### config.mk
export PLATFORM = sky130hd
export DESIGN_NAME = demux_1x2_stream
export DESIGN_NICKNAME = d
export VERILOG_FILES = /design/src/rtl/demux_1x2_stream.sv
export SDC_FILE = /design/constraint.sdc
export NUM_CORES = 1
export LEC_CHECK = 0
export BUFFER_PORTS_ARGS = -buffer_cell sky130_fd_sc_hd__clkbuf_2
export CAP_MARGIN = 20
export CORE_ASPECT_RATIO = 1.25
export CORE_UTILIZATION = 59
export CTS_CLUSTER_SIZE = 14
export DETAILED_ROUTE_END_ITERATION = 10
export GPL_TIMING_DRIVEN = 0
export HOLD_SLACK_MARGIN = 0.08
export PLACE_DENSITY = 0.91
export SLEW_MARGIN = 10
export SYNTH_ARGS = -nofsm -noshare
export SYNTH_HDL_FRONTEND = slang
export SYNTH_SLANG_ARGS = --single-unit
### constraint.sdc
create_clock -name clk -period 4.6 [get_ports clk]
set_input_delay 0.46 -clock clk [delete_from_list [all_inputs] [get_ports clk]]
set_output_delay 0.46 -clock clk [all_outputs]
set_load 0.01 [all_outputs]
### src/rtl/demux_1x2_stream.sv
// Registered 1-to-2 valid/ready stream demultiplexer with a per-channel FIFO and packet locking.
// Optional per-channel packet counters are enabled with DEMUX_STREAM_STATS_EN.
module demux_1x2_stream #(
    parameter int DATA_W = 8,
    parameter int DEPTH  = 2
) (
    input  logic              clk,
    input  logic              rst,
    input  logic [DATA_W-1:0] in_data,
    input  logic              in_valid,
    output logic              in_ready,
    input  logic              in_sel,
    input  logic              in_last,
    output logic [DATA_W-1:0] y0_data,
    output logic              y0_valid,
    input  logic              y0_ready,
    output logic              y0_last,
    output logic [DATA_W-1:0] y1_data,
    output logic              y1_valid,
    input  logic              y1_ready,
    output logic              y1_last
`ifdef DEMUX_STREAM_STATS_EN
    ,
    output logic [15:0]       pkt_cnt0,
    output logic [15:0]       pkt_cnt1
`endif
);
    localparam int PW = $clog2(DEPTH);
    localparam int CW = PW + 1;

    typedef enum logic {IDLE, LOCKED} state_t;

    state_t          state_q, state_d;
    logic            lock_ch_q, lock_ch_d;
    logic [DATA_W:0] mem_q [2][DEPTH];
    logic [DATA_W:0] mem_d [2][DEPTH];
    logic [PW-1:0]   wr_ptr_q [2];
    logic [PW-1:0]   wr_ptr_d [2];
    logic [PW-1:0]   rd_ptr_q [2];
    logic [PW-1:0]   rd_ptr_d [2];
    logic [CW-1:0]   cnt_q [2];
    logic [CW-1:0]   cnt_d [2];

    logic       target;
    logic       accept;
    logic [1:0] full;
    logic [1:0] push;
    logic [1:0] pop;
    logic [1:0] out_ready;

    assign out_ready = {y1_ready, y0_ready};

    always_comb begin
        state_d   = state_q;
        lock_ch_d = lock_ch_q;
        mem_d     = mem_q;
        wr_ptr_d  = wr_ptr_q;
        rd_ptr_d  = rd_ptr_q;
        cnt_d     = cnt_q;

        // The lock only governs routing mid-packet; between packets in_sel steers directly.
        target = (state_q == LOCKED) ? lock_ch_q : in_sel;
        for (int c = 0; c < 2; c++) begin
            full[c] = (cnt_q[c] == CW'(DEPTH));
            pop[c]  = (cnt_q[c] != '0) && out_ready[c];
        end
        in_ready = !rst && !full[target];
        accept   = in_valid && in_ready;

        for (int c = 0; c < 2; c++) begin
            push[c] = accept && (target == c[0]);
            if (push[c]) begin
                mem_d[c][wr_ptr_q[c]] = {in_data, in_last};
                wr_ptr_d[c]           = wr_ptr_q[c] + PW'(1);
            end
            if (pop[c]) begin
                rd_ptr_d[c] = rd_ptr_q[c] + PW'(1);
            end
            cnt_d[c] = cnt_q[c] + CW'(push[c]) - CW'(pop[c]);
        end

        if (accept) begin
            if (state_q == IDLE && !in_last) begin
                state_d   = LOCKED;
                lock_ch_d = in_sel;
            end else if (state_q == LOCKED && in_last) begin
                state_d = IDLE;
            end
        end
    end

    always_ff @(posedge clk) begin
        if (rst) begin
            state_q   <= IDLE;
            lock_ch_q <= 1'b0;
            for (int c = 0; c < 2; c++) begin
                wr_ptr_q[c] <= '0;
                rd_ptr_q[c] <= '0;
                cnt_q[c]    <= '0;
                for (int i = 0; i < DEPTH; i++) begin
                    mem_q[c][i] <= '0;
                end
            end
        end else begin
            state_q   <= state_d;
            lock_ch_q <= lock_ch_d;
            mem_q     <= mem_d;
            wr_ptr_q  <= wr_ptr_d;
            rd_ptr_q  <= rd_ptr_d;
            cnt_q     <= cnt_d;
        end
    end

    assign y0_valid = (cnt_q[0] != '0);
    assign y1_valid = (cnt_q[1] != '0);
    assign y0_data  = mem_q[0][rd_ptr_q[0]][DATA_W:1];
    assign y1_data  = mem_q[1][rd_ptr_q[1]][DATA_W:1];
    assign y0_last  = mem_q[0][rd_ptr_q[0]][0];
    assign y1_last  = mem_q[1][rd_ptr_q[1]][0];

`ifdef DEMUX_STREAM_STATS_EN
    logic [15:0] pkt_cnt_q [2];
    logic [15:0] pkt_cnt_d [2];

    always_comb begin
        for (int c = 0; c < 2; c++) begin
            pkt_cnt_d[c] = pkt_cnt_q[c];
            if (pop[c] && mem_q[c][rd_ptr_q[c]][0]) begin
                pkt_cnt_d[c] = pkt_cnt_q[c] + 16'd1;
            end
        end
    end

    always_ff @(posedge clk) begin
        if (rst) begin
            pkt_cnt_q[0] <= '0;
            pkt_cnt_q[1] <= '0;
        end else begin
            pkt_cnt_q <= pkt_cnt_d;
        end
    end

    assign pkt_cnt0 = pkt_cnt_q[0];
    assign pkt_cnt1 = pkt_cnt_q[1];
`endif

endmodule
* Yosys cells after proc, flatten, opt, wreduce, memory -nomap -nowiden
Cells that the tools add are included.
** Storage, ports and cells
- Register bits :: 46
- Logic and storage cells :: 70
** Operators by class
- Bitwise operators :: 6
- Reductions and logical operators :: 18
- Order comparisons :: 7
- Muxes and demuxes :: 17
- Eq/ne operators :: 2
- Add/sub/neg operators :: 8
** Operators with widths (number)
- 9-bit two-way mux :: 8
- 18-bit bitwise mux :: 2
- 9-bit demux with 1-bit select :: 2
- 1-bit logical AND :: 10
- 2-bit greater-or-equal comparator (second input constant) :: 4
- 1-bit NOT with 2-bit output :: 4
- 2-bit nonzero test :: 3
- 1-bit two-way mux :: 5
- 1-bit adder (second input constant) :: 4
- 2-bit by 1-bit adder with 2-bit output :: 2
- 2-bit equality test (second input constant) :: 2
- 2-bit by 1-bit < comparator with 1-bit output (second input constant) :: 2
- 2-bit AND reduction :: 2
- 2-bit by 1-bit subtractor with 2-bit output :: 2
- 1-bit logical NOT :: 3
- 1-bit by 2-bit < comparator with 1-bit output (second input constant) :: 1
- 1-bit NOT :: 2

* Depth between registers and ports, before layout
- Depth after elaboration :: 9
- Gate-level depth with buffers :: 10
- Gate-level depth less buffers :: 8

* Worst setup path after synthesis
Ideal clock, no wire load.
- Kind :: flip-flop to flip-flop
- Start point :: register state_q
- End point :: register cnt_q[1] (netlist name)
- Slack :: 2.611 ns
- Buffers on the path :: 2
- Arrival time :: 1.862 ns
- Stages on the path, launching flop included :: 11
- Clock period less this slack :: 1.989 ns
- Data required time :: 4.472 ns
- Cell sequence :: dfxtp_1 buf_6 mux2i_1 buf_6 or3_1 ha_1 inv_1 ha_1 xor2_1 xnor2_1 nor2_1
** On the way
- Cells in the longest elaborated chain, start to end :: 9
** Ends and longest elaborated chain
- from (decl) :: RTL line 33 : state_t state_q, state_d;
- from (signal assigned) :: RTL line 105 : state_q <= state_d;
- 1-bit two-way mux (*) :: RTL line 62 : target = (state_q == LOCKED) ? lock_ch_q : in_sel;
- 1-bit two-way mux (implied by the code) (2 in a row) :: RTL line 67 : in_ready = !rst && !full[target];
- 1-bit logical NOT :: RTL line 67
- 1-bit logical AND :: RTL line 67
- 1-bit logical AND :: RTL line 68 : accept = in_valid && in_ready;
- 1-bit logical AND (*) :: RTL line 71 : push[c] = accept && (target == c[0]);
- 2-bit by 1-bit adder with 2-bit output (*) :: RTL line 79 : cnt_d[c] = cnt_q[c] + CW'(push[c]) - CW'(pop[c]);
- 2-bit by 1-bit subtractor with 2-bit output (*) :: RTL line 79
- to (signal assigned) :: RTL line 110 : cnt_q <= cnt_d;
- to (decl) :: RTL line 41 : logic [CW-1:0] cnt_q [2];
Mark *: on every way between the ends. The rest lies on a longest branch, timed or not. The select of a mux whose other input is x is not followed.
A chain may end at the register's enable or synchronous reset.

* Worst setup path in the final report
- Start point :: input port rst
- End point :: output port in_ready
** On the way
- Cells in the longest elaborated chain, start to end :: 2
** Ends and longest elaborated chain
- from (decl) :: RTL line 8 : input logic rst,
- 1-bit logical NOT :: RTL line 67
- 1-bit logical AND :: RTL line 67
- to (decl) :: RTL line 11 : output logic in_ready,
No other way between the ends.

==> impl_metrics.tcl <==
set metrics [dict create \
    status "complete, no violations" \
    routed_wl_um 4350 \
    cts_resized 0 \
    postCtsHoldBufs 0 \
    dr.pass1.iters 4 \
    internal-power_uw 683 \
    postCtsSetupBuffers 0 \
    synth_area_per_cell_um2 9.66 \
    portBuffers 35 \
    viasPerCell 5.51 \
    grt_first_pass_wirelength_um 6960 \
    cts_root_buf "clkbuf_8" \
    cts_tree "built" \
    fp.dieArea_mm2 0.00381 \
    synth-edff-count 0 \
    htree_levels 2 \
    start_kind "input pin" \
    vias 1642 \
    grt_max_degree 15 \
    globalRouteOverflowTotal 0 \
    clock_sinks 46 \
    ys_async_sr_fraction 0 \
    seq_power_share 0.460 \
    rows 23 \
    fin_cells 298 \
    yosysSeqAreaShare 0.437 \
    routedWlPerCell_um 14.6 \
    hold_slack_ps 405 \
    syn_nets 238 \
    vdd_drop_max_uv 290 \
    cts_buffers 5 \
    initial_core_util 0.636 \
    setup_viol 0 \
    grt_setup_unrepaired "no" \
    cpPeakStageDelay_ps 480 \
    cts.path.max_buffers 2 \
    tightest_slew_ps 597 \
    switching_share 0.306 \
    switchingPower_uw 301 \
    synth_top_area_share 0.437 \
    drtIter0Drc 79 \
    finalClockSkew_ps 1.63 \
    antenna_found_initial 0 \
    yosys-top-cells-area "dfxtp_1, mux2i_1, mux2_2, nor2_1, nand2_1" \
    crit_chain "clkbuf_2, clkbuf_1, clkbuf_1, nor2_1, clkbuf_2" \
    io-pin-count 36 \
    period_minus_slack_ps 2150 \
    synth-seq-cells 46 \
    power_frac_comb 0.279 \
    gp_congestion 0.865 \
    worstPathRequired_ps 4140 \
    drtAntennaViolNets 0 \
    yosysWarnings 0 \
    clkSlewWorstSetupHoldPaths_ps 80 \
    yosysTopAreaCell "dfxtp_1" \
    cp_num_buf_inv 4 \
    hold_path_class "input pin to register" \
    drive_gt1_frac 0.276 \
    finish.utilization 0.732 \
    dpl.cell_count 290 \
    fill_cells 261 \
    worstSetupPathType "input pin to primary output" \
    finalSetupTns_ps 0 \
    period_share 0.466 \
    hpwl_um 3080 \
    path_delay_family "buffers and inverters" \
    netlist_instances 218 \
    die_w_um 55.4 \
    hold_viol 0 \
    slew_viol_final 0 \
    leakage_uw 0.00112 \
    fp.dieH_um 68.8 \
    diodes 0 \
    slowest_stage "clkbuf_1" \
    ys_types 30 \
    synthFlopType "dfxtp_1" \
    insertion_delay_ps 300 \
    grt_usage 0.243 \
    fmax_ghz 0.466 \
    maxCapViolCount 0 \
    cp_max_fo 10 \
    worstPathArrival_ps 1690 \
    final_nets 280 \
    syn_area_mm2 0.00211 \
    slew_headroom 0.602 \
    syn2layout_area_growth_pct 15.0 \
    coreArea_mm2 0.00331 \
    power_density_mw_per_mm2 406 \
    cp-end-kind "primary output" \
    grt_pass1_vias 1458 \
    p_clk_frac 0.261 \
    drc 0 \
]
## layout make-up
cell class | count | area [um^2] | area share
plain buffers | 14 | 82.6 | 0.0341
clock buffers | 6 | 82.6 | 0.0341
clock inverters | 2 | 12.5 | 0.00517
inverters | 5 | 18.8 | 0.00775
multi-input cells | 153 | 1080 | 0.447
flip-flops and latches | 46 | 921 | 0.380
well taps | 37 | 46.3 | 0.0191
repair buffers | 35 | 175 | 0.0723
## final timing paths
kind	startpoint	to	slack, ps	cells past startpoint
worst max-delay path	rst	in_ready	2450	5
worst min-delay path	in_last	mem_q[9]	400	3
worst max register to register	state_q	cnt_q[1]	2510	10
worst min register to register	mem_q[10]	mem_q[10]	460	2
## sequential cells by signal, summed over array words and instances, names as in the netlist
register	cells
rd_ptr_q	2
state_q	1
cnt_q	4
wr_ptr_q	2
mem_q	36
lock_ch_q	1
## cell usage in the layout, fill, tap and decap left out, types with 4 or more instances in the layout
master	count
dfxtp_1	46
clkbuf_2	35
nor2_1	33
mux2i_1	27
nand2_1	22
mux2_2	18
a21oi_1	13
clkbuf_1	7
clkbuf_8	6
nor2b_1	5
inv_1	5
ha_1	5
nand2b_1	4
xnor2_1	4
## power by group through the flow
| stage | combinational [uW] | sequential [uW] | clock [uW] |
|---|---|---|---|
| floorplan | 205 | 457 | 0 |
| finish | 274 | 453 | 256 |
| global route | 301 | 457 | 280 |
| CTS | 276 | 453 | 261 |
| detailed placement | 273 | 462 | 0 |
| global placement | 265 | 460 | 0 |
## through the flow
step / power (uW) / area [um^2] / setup slack, ps
after global routing: 1040 / 2420 / 2380
after detailed placement: 736 / 2330 / 2420
after global placement: 725 / 2330 / 2420
final: 984 / 2420 / 2450
after CTS: 990 / 2420 / 2480
after floorplan: 662 / 2110 / 2610
## tightest hold or removal path: stages
cell and delay, ps:
clkbuf_2 100, nand2_1 50, a21oi_1 50
## synth_stat cells (all sizes together), types with 2 or more instances
cell / n
nand4b: 2
mux2i: 27
nor2: 33
o21ai: 2
and2: 2
xnor2: 4
buf: 7
nand2: 22
xor2: 2
nand3: 2
a21oi: 13
dfxtp: 46
nor2b: 5
ha: 5
inv: 5
nand3b: 2
mux2: 18
or2: 2
clkbuf: 7
nand2b: 4
## cell families after synthesis
kind of cell | Yosys count | synth area share
AND/OR/NAND/NOR | 79 | 0.188
XOR/XNOR | 6 | 0.0250
AO/OA/AOI/OAI | 18 | 0.0475
flip-flops | 46 | 0.437
adder cells (fa/ha/maj) | 5 | 0.0297
multiplexers | 45 | 0.225
buffers and inverters | 19 | 0.0481
## metal layers
| metal | global-route usage | part of all wire | vias to the layer above |
|---|---|---|---|
| li1 | - | - | 813 |
| met1 | 0.283 | 0.44 | 772 |
| met2 | 0.434 | 0.50 | 50 |
| met3 | 0.0504 | 0.041 | 7 |
| met4 | 0.119 | 0.020 | 0 |
| met5 | 0 | 0 | - |
Power figures use the tool's default switching activity.
